===== src/rtl/pipe_hazard_ctrl_pkg.sv =====
// ---------------------------------------------------------------------------
// pipe_hazard_ctrl_pkg
// Shared definitions for the pipeline control unit of the 5-stage core:
//   - CTRL_RUN / CTRL_DRAIN state encoding of the serialization FSM
//   - register index width used by the hazard compare
//   - packed bundle of the per-stage stall/bubble controls and the fixed
//     patterns each hazard rule drives onto it
//   - NOP word the stage registers load when their bubble input is high
// ---------------------------------------------------------------------------
package pipe_hazard_ctrl_pkg;

    localparam int unsigned REG_IDX_W   = 5;
    localparam int unsigned DRAIN_CNT_W = 4;   // holds DRAIN_CYCLES-1 for DRAIN_CYCLES <= 15
    localparam int unsigned WAIT_CNT_W  = 16;  // holds MEM_TIMEOUT <= 65535

    // Stage registers insert this word (addi x0, x0, 0) when bubbled.
    localparam logic [31:0] NOP_INSTR = 32'h0000_0013;

    typedef enum logic {
        CTRL_RUN   = 1'b0,
        CTRL_DRAIN = 1'b1
    } ctrl_state_e;

    typedef struct packed {
        logic regF_stall;
        logic regD_stall;
        logic regD_bubble;
        logic regE_stall;
        logic regE_bubble;
        logic regM_stall;
        logic regW_bubble;
    } ctrl_out_t;

    localparam ctrl_out_t CTRL_OUT_NONE     = ctrl_out_t'(7'b000_0000);
    // Reset: flush every register that has a bubble input, hold nothing.
    localparam ctrl_out_t CTRL_OUT_RESET    = ctrl_out_t'(7'b001_0101);
    // Memory wait: freeze F..M, let W drain a NOP.
    localparam ctrl_out_t CTRL_OUT_MEMWAIT  = ctrl_out_t'(7'b110_1011);
    // Redirect: squash the two wrong-path instructions in D and E.
    localparam ctrl_out_t CTRL_OUT_REDIRECT = ctrl_out_t'(7'b001_0100);
    // Load-use and drain: hold F/D, inject a NOP into E.
    localparam ctrl_out_t CTRL_OUT_HOLD_D   = ctrl_out_t'(7'b110_0100);

endpackage


===== src/rtl/pipe_hazard_detect.sv =====
// ---------------------------------------------------------------------------
// pipe_hazard_detect
// Combinational load-use compare between the load in E and the sources of
// the instruction in D. x0 never creates a hazard.
// Ports:
//   i_load      E instruction is a load
//   i_rd        E destination register
//   i_rs1/rs2   D source registers
//   i_rs1_used  D instruction reads rs1 (i_rs2_used likewise)
//   o_hazard    D must wait one cycle for the load data
// ---------------------------------------------------------------------------
module pipe_hazard_detect
    import pipe_hazard_ctrl_pkg::*;
(
    input  logic                 i_load,
    input  logic [REG_IDX_W-1:0] i_rd,
    input  logic [REG_IDX_W-1:0] i_rs1,
    input  logic [REG_IDX_W-1:0] i_rs2,
    input  logic                 i_rs1_used,
    input  logic                 i_rs2_used,
    output logic                 o_hazard
);

    logic w_rs1_hit;
    logic w_rs2_hit;

    assign w_rs1_hit = i_rs1_used & (i_rs1 == i_rd);
    assign w_rs2_hit = i_rs2_used & (i_rs2 == i_rd);
    assign o_hazard  = i_load & (i_rd != '0) & (w_rs1_hit | w_rs2_hit);

endmodule


===== src/rtl/pipe_hazard_ctrl.sv =====
// ---------------------------------------------------------------------------
// pipe_hazard_ctrl
// Pipeline control unit of the 5-stage core. Produces the stall/bubble
// controls for regF..regW from four prioritized hazard rules (memory wait,
// redirect, load-use, serialization drain), runs the drain FSM, a memory
// wait watchdog and a free-running stall-cycle counter.
// Ports:
//   clk, rst                 clock, asynchronous active-low reset
//   decode_i_*               D-stage sources, source-used flags, serial flag
//   regE_i_load/wb_rd        load in E and its destination
//   execute_i_redirect       E-stage mispredict redirect
//   regM_i_mem_req           M accesses data memory this cycle
//   mem_i_ready              data memory completes the M access
//   ctrl_o_reg*_stall/bubble per-stage controls (combinational)
//   ctrl_o_mem_timeout       sticky watchdog flag
//   ctrl_o_stall_cnt         number of cycles with regF stalled (wraps)
// ---------------------------------------------------------------------------
module pipe_hazard_ctrl
    import pipe_hazard_ctrl_pkg::*;
#(
    parameter int unsigned DRAIN_CYCLES = 3,
    parameter int unsigned MEM_TIMEOUT  = 255,
    parameter int unsigned CNT_W        = 32
) (
    input  logic                 clk,
    input  logic                 rst,
    input  logic [REG_IDX_W-1:0] decode_i_rs1,
    input  logic [REG_IDX_W-1:0] decode_i_rs2,
    input  logic                 decode_i_rs1_used,
    input  logic                 decode_i_rs2_used,
    input  logic                 decode_i_serial,
    input  logic                 regE_i_load,
    input  logic [REG_IDX_W-1:0] regE_i_wb_rd,
    input  logic                 execute_i_redirect,
    input  logic                 regM_i_mem_req,
    input  logic                 mem_i_ready,
    output logic                 ctrl_o_regF_stall,
    output logic                 ctrl_o_regD_stall,
    output logic                 ctrl_o_regD_bubble,
    output logic                 ctrl_o_regE_stall,
    output logic                 ctrl_o_regE_bubble,
    output logic                 ctrl_o_regM_stall,
    output logic                 ctrl_o_regW_bubble,
    output logic                 ctrl_o_mem_timeout,
    output logic [CNT_W-1:0]     ctrl_o_stall_cnt
);

    localparam logic [DRAIN_CNT_W-1:0] DRAIN_INIT = DRAIN_CNT_W'(DRAIN_CYCLES - 1);
    localparam logic [WAIT_CNT_W-1:0]  WAIT_LIMIT = WAIT_CNT_W'(MEM_TIMEOUT);
    localparam logic [WAIT_CNT_W-1:0]  WAIT_MAX   = '1;
    localparam logic [CNT_W-1:0]       CNT_ONE    = CNT_W'(1);

    ctrl_state_e            r_state;
    ctrl_state_e            w_state_nxt;
    logic [DRAIN_CNT_W-1:0] r_drain_cnt;
    logic [DRAIN_CNT_W-1:0] w_drain_cnt_nxt;
    logic                   r_serial_done;
    logic                   w_serial_done_nxt;
    logic [WAIT_CNT_W-1:0]  r_wait_cnt;
    logic [WAIT_CNT_W-1:0]  w_wait_cnt_nxt;
    logic                   r_mem_timeout;
    logic [CNT_W-1:0]       r_stall_cnt;

    logic      w_memwait;
    logic      w_redirect;
    logic      w_loaduse;
    logic      w_drain;
    logic      w_drain_entry;
    ctrl_out_t w_out;

    pipe_hazard_detect u_detect (
        .i_load     (regE_i_load),
        .i_rd       (regE_i_wb_rd),
        .i_rs1      (decode_i_rs1),
        .i_rs2      (decode_i_rs2),
        .i_rs1_used (decode_i_rs1_used),
        .i_rs2_used (decode_i_rs2_used),
        .o_hazard   (w_loaduse)
    );

    assign w_memwait  = regM_i_mem_req & ~mem_i_ready;
    assign w_redirect = execute_i_redirect;
    assign w_drain    = (r_state == CTRL_DRAIN) |
                        ((r_state == CTRL_RUN) & decode_i_serial & ~r_serial_done);
    // Drain only starts in a cycle where the drain rule actually owns the outputs.
    assign w_drain_entry = (r_state == CTRL_RUN) & decode_i_serial & ~r_serial_done &
                           ~w_loaduse;

    // -----------------------------------------------------------------------
    // State register
    // -----------------------------------------------------------------------
    always_ff @(posedge clk or negedge rst) begin
        if (!rst) begin
            r_state       <= CTRL_RUN;
            r_drain_cnt   <= '0;
            r_serial_done <= 1'b0;
        end else begin
            r_state       <= w_state_nxt;
            r_drain_cnt   <= w_drain_cnt_nxt;
            r_serial_done <= w_serial_done_nxt;
        end
    end

    // -----------------------------------------------------------------------
    // Next-state logic. Memory wait freezes everything; redirect aborts a
    // drain. r_drain_cnt is the number of DRAIN cycles still to come, so a
    // serial instruction sees exactly DRAIN_CYCLES stall cycles.
    // -----------------------------------------------------------------------
    always_comb begin
        w_state_nxt       = r_state;
        w_drain_cnt_nxt   = r_drain_cnt;
        w_serial_done_nxt = r_serial_done;
        if (!w_memwait) begin
            if (w_redirect) begin
                w_state_nxt       = CTRL_RUN;
                w_drain_cnt_nxt   = '0;
                w_serial_done_nxt = 1'b0;
            end else if (r_state == CTRL_RUN) begin
                if (w_drain_entry) begin
                    if (DRAIN_CYCLES == 1) begin
                        w_serial_done_nxt = 1'b1;
                    end else begin
                        w_state_nxt     = CTRL_DRAIN;
                        w_drain_cnt_nxt = DRAIN_INIT;
                    end
                end else if (!w_out.regD_stall) begin
                    // The serial instruction left D this cycle.
                    w_serial_done_nxt = 1'b0;
                end
            end else begin
                if (r_drain_cnt <= DRAIN_CNT_W'(1)) begin
                    w_state_nxt       = CTRL_RUN;
                    w_drain_cnt_nxt   = '0;
                    w_serial_done_nxt = 1'b1;
                end else begin
                    w_drain_cnt_nxt = r_drain_cnt - DRAIN_CNT_W'(1);
                end
            end
        end
    end

    // -----------------------------------------------------------------------
    // Output logic: exactly one rule drives the controls, highest first.
    // -----------------------------------------------------------------------
    always_comb begin
        w_out = CTRL_OUT_NONE;
        if (!rst) begin
            w_out = CTRL_OUT_RESET;
        end else if (w_memwait) begin
            w_out = CTRL_OUT_MEMWAIT;
        end else if (w_redirect) begin
            w_out = CTRL_OUT_REDIRECT;
        end else if (w_loaduse || w_drain) begin
            w_out = CTRL_OUT_HOLD_D;
        end
    end

    assign ctrl_o_regF_stall  = w_out.regF_stall;
    assign ctrl_o_regD_stall  = w_out.regD_stall;
    assign ctrl_o_regD_bubble = w_out.regD_bubble;
    assign ctrl_o_regE_stall  = w_out.regE_stall;
    assign ctrl_o_regE_bubble = w_out.regE_bubble;
    assign ctrl_o_regM_stall  = w_out.regM_stall;
    assign ctrl_o_regW_bubble = w_out.regW_bubble;

    // -----------------------------------------------------------------------
    // Watchdog and stall counter
    // -----------------------------------------------------------------------
    always_comb begin
        w_wait_cnt_nxt = '0;
        if (w_memwait) begin
            w_wait_cnt_nxt = (r_wait_cnt == WAIT_MAX) ? r_wait_cnt
                                                      : r_wait_cnt + WAIT_CNT_W'(1);
        end
    end

    always_ff @(posedge clk or negedge rst) begin
        if (!rst) begin
            r_wait_cnt    <= '0;
            r_mem_timeout <= 1'b0;
            r_stall_cnt   <= '0;
        end else begin
            r_wait_cnt <= w_wait_cnt_nxt;
            if (w_memwait && (w_wait_cnt_nxt >= WAIT_LIMIT)) begin
                r_mem_timeout <= 1'b1;
            end
            if (w_out.regF_stall) begin
                r_stall_cnt <= r_stall_cnt + CNT_ONE;
            end
        end
    end

    assign ctrl_o_mem_timeout = r_mem_timeout;
    assign ctrl_o_stall_cnt   = r_stall_cnt;

endmodule


===== config.mk =====
export PLATFORM = sky130hd
export DESIGN_NAME = pipe_hazard_ctrl
export DESIGN_NICKNAME = d
export VERILOG_FILES = /design/src/rtl/pipe_hazard_ctrl_pkg.sv /design/src/rtl/pipe_hazard_detect.sv /design/src/rtl/pipe_hazard_ctrl.sv
export SDC_FILE = /design/constraint.sdc
export NUM_CORES = 1
export LEC_CHECK = 0
export CAP_MARGIN = 20
export CORE_UTILIZATION = 52
export DETAILED_ROUTE_END_ITERATION = 16
export GPL_TIMING_DRIVEN = 1
export PLACE_DENSITY = 0.8
export SLEW_MARGIN = 10
export SYNTH_ARGS = -nofsm -noshare
export SYNTH_HDL_FRONTEND = slang
export SYNTH_SLANG_ARGS = --single-unit
export TNS_END_PERCENT = 10

===== constraint.sdc =====
create_clock -name clk -period 2.65 [get_ports clk]
set_clock_uncertainty 0.05 [all_clocks]
set_input_delay 0.265 -clock clk [delete_from_list [all_inputs] [get_ports clk]]
set_output_delay 0.265 -clock clk [all_outputs]
set_load 0.005 [all_outputs]

==> flow_summary_export.csv, run 1 <==
group,metric,value,unit
synthesis,syn-num-nets,353,
sta,setup_ws,0.08449,ns
sta,hold_ws,0.3371,ns
synthesis,synth_compound_area_frac,0.1620,
global_routing,grtUsageTotal,0.2274,
drt,avgRoutedWirePerCell,15.33,um
drt,via_per_inst,5.901,
final_layout,fin_util,0.6821,
synthesis,synth_warnings,0,
synthesis,syn_avg_cell_area,9.910,sq um
drt,dr.pass1.iters,4,
clock_tree,tritoncts,"built",
synthesis,synth-main-ff-cell,"dfrtp_1",
job,cap_violations,0,
synthesis,synth_cell_type_count,53,
global_routing,grt_pass1_vias,2489,
floorplanning,rows,28,
sta,finalSetupViolations,0,
min_path,hold_class,"primary input to async pin",
final_layout,antenna_cells,0,
sta,tightest_slew,0.6399,ns
global_routing,grt-ovfl-total,0,
drt,post-route-drc-count,0,
setup_path,crit_path_end_kind,"output port",
final_layout,stdcell_area,4063,sq um
pwr,power.internal,0.001373,W
sta,max_freq,389.8,MHz
setup_path,crit_path_max_incr_delay,0.52,ns
setup_path,critPathKind,"primary input to output port",
synthesis,yosysMostFrequentCell,"dfrtp_1",
final_layout,area.growth.synth_to_final,26.15,%
floorplanning,core_region_area,5956,sq um
clock_tree,clkLatencyLatePin,0.31,ns
setup_path,r2r-start,"r_wait_cnt[0]",
synthesis,synth_area_leader_cell,"dfrtp_1",
synthesis,syn_area,3221,sq um
synthesis,postSynthCellCount,325,
floorplanning,die_w,80.70,um
clock_tree,clock_path_buffers,2,
sta,period_minus_slack,2.566,ns
sta,final_max_slew_viol_count,0,
clock_tree,cts-htree-levels,2,
synthesis,synthAdderAreaFrac,0.01554,
synthesis,synth_xor_area_frac,0.1278,
pwr,p_sw,0.0005332,W
drt,vias,2756,
placement,dpl.hpwl,5272,um
setup_path,crit_path_cell_trace,"clkdlybuf4s50_1 > or4_4 > o21ai_4 > nor2b_2 > nor3_2 > o21bai_1 > clkdlybuf4s50_1",
global_routing,grt_pass1_wl,11650,um
pwr,p_comb_frac,0.218,
setup_path,r2r_slack,0.32,ns
clock_tree,root_buffer,"clkbuf_8",
setup_path,crit_slowest_cell,"or4_4",
placement,port_buffers,63,
pwr,powerDensity,469.3,nW/um^2
synthesis,synth_top_family_by_area,"simple AND/OR/NAND/NOR gates",
placement,dpl_worst_slack,0.02660,ns
floorplanning,ios,64,
synthesis,synth_area_leaders,"dfrtp_1 (43%), xnor2_1 (13%), o2111ai_1 (4.1%)",
sta,max_slew_margin,0.5718,
clock_tree,path_clk_slew,0.09,ns
pwr,power_leakage,1.661,nW
synthesis,yosysSeqAreaShare,0.4274,
pwr,p_seq_frac,0.515,
global_routing,grt_start_max_net_pins,43,
setup_path,crit_path_max_fanout,3,
sta,fin_setup_tns,0,ns
synthesis,synth_mux_area_frac,0.006605,
placement,place_area,3931,sq um
setup_path,startpoint_type,"primary input",
setup_path,crit_top_cell,"clkdlybuf4s50_1",
run_status,outcome,"finished, final reports clean",
floorplanning,start_util,0.5408,
global_routing,antenna_found_initial,0,
synthesis,synth_top_cell_area_share,0.4274,
placement,gp_congestion,0.8391,
setup_path,arrival,2.25,ns
synthesis,ys_ff_latch,55,
clock_tree,cts_buffers,5,
synthesis,synth_commonest_cells,"dfrtp_1 (55), xnor2_1 (46), nor2_1 (22)",
floorplanning,dieArea,6512,sq um
setup_path,required,2.34,ns
sta,hold_viol_final,0,
final_layout,drive_above_1_share,0.1020,
setup_path,reg2reg_depth,7,
sta,period_share,0.9681,
drt,ant_nets,0,
pwr,peakVddDrop,0.0003106,V
pwr,swShare,0.2797,
synthesis,synth-edff-count,0,
synthesis,synthSimpleGateAreaFrac,0.2183,
drt,wl,7161,um
final_layout,finalNetCount,419,
pwr,clock_power_share,0.267,
drt,drtIter0Drc,130,
floorplanning,die_h,80.70,um
clock_tree,clock_sinks,55,
setup_path,r2r-end,"ctrl_o_mem_timeout",
synthesis,async_flop_share,1.000,
==> critical path, delay by kind of cell <==
family	cells	cell delay [ns]
and+or+nand+nor	3	0.75
AOI/OAI and AO/OA	2	0.31
buffers and inverters	2	0.92
==> sequential cells by signal, indices dropped and copies added, names as in the netlist <==
signal / count
r_wait_cnt: 16
ctrl_o_stall_cnt: 32
ctrl_o_mem_timeout: 1
r_drain_cnt: 4
r_state: 1
r_serial_done: 1
==> cells in the final DEF (no fill, tap or decap), types with 3 or more instances in the layout <==
cell type,count
nor2b_1,3
a21oi_1,9
and3_1,18
nor4_1,4
nand2b_1,5
o2111ai_1,15
o41ai_1,3
nand3_1,6
dfrtp_1,55
o211ai_1,9
inv_1,7
nor2_1,22
and2_1,8
nand4_1,6
clkdlybuf4s50_1,61
o21ai_0,16
buf_4,14
nor3_1,3
and4_1,8
ha_1,4
clkbuf_8,7
xnor2_1,46
nand2_1,20
a31oi_1,3
==> power by group through the flow <==
stage          registers [W]  clock network, W  logic [W]
6_report            0.000981          0.000509   0.000416
5_1_grt             0.000997          0.000551   0.000460
4_1_cts             0.000982          0.000523   0.000419
3_5_place_dp        0.000998                 0   0.000416
3_3_place_gp        0.000996                 0   0.000407
2_1_floorplan       0.000978                 0   0.000211
==> worst max-delay path by stage <==
stage	startpoint	endpoint	slack, ns	cells past startpoint
global placement	regE_i_wb_rd[2]	ctrl_o_regE_bubble	0.04	7
detailed placement	regE_i_wb_rd[2]	ctrl_o_regE_bubble	0.03	7
CTS	regE_i_wb_rd[2]	ctrl_o_regE_bubble	0.02	7
finish	regE_i_wb_rd[3]	ctrl_o_regE_bubble	0.08	7
floorplan	r_wait_cnt[0]	ctrl_o_mem_timeout	0.68	7
global route	regE_i_wb_rd[3]	ctrl_o_regE_bubble	-0.0005	7
==> metal layers <==
| metal | vias up | track usage | part of all wire |
|---|---|---|---|
| met5 | - | 0 | 0 |
| met4 | 0 | 0.08750 | 0.013 |
| met3 | 7 | 0.02841 | 0.037 |
| met2 | 75 | 0.3788 | 0.50 |
| met1 | 1354 | 0.3006 | 0.45 |
| li1 | 1320 | - | - |
==> cell families after synthesis <==
kind of cell / count (synthesis)
buf+inv: 26
fa+ha+maj: 4
mux: 2
xor+xnor: 47
simple gates: 119
compound gates: 72
flops: 55
==> final cells by class <==
cell class | count | area [sq um]
fill | 480 | 1893
multi-input combinational | 244 | 1719
sequential | 55 | 1376
timing repair buffer | 78 | 743.2
clock buffer | 7 | 96.34
tap | 75 | 93.84
inverter | 7 | 26.28
clock inverter | 1 | 7.507
==> metrics by stage <==
stage	instances	power, W
finish	467	0.001907
global route	467	0.002008
CTS	466	0.001924
detailed placement	457	0.001414
global placement	457	0.001403
floorplan	325	0.001189
==> repair_timing <==
action	CTS	global route
hold endpoints to repair	14	0
hold buffers	1	0
resized for setup	0	3
setup endpoints to repair	0	1
buffers inserted	0	1
(Power assumes the default switching activity.)
==> run 2, diff against run 1 <==
--- a/config.mk
+++ b/config.mk
@@ -9,6 +9,7 @@
 export CORE_UTILIZATION = 52
 export DETAILED_ROUTE_END_ITERATION = 16
 export GPL_TIMING_DRIVEN = 1
+export HOLD_SLACK_MARGIN = 0.12
 export PLACE_DENSITY = 0.8
 export SLEW_MARGIN = 10
 export SYNTH_ARGS = -nofsm -noshare
==> results of run 2 <==
Final layout, timing and power as in run 1 (identical DEF).
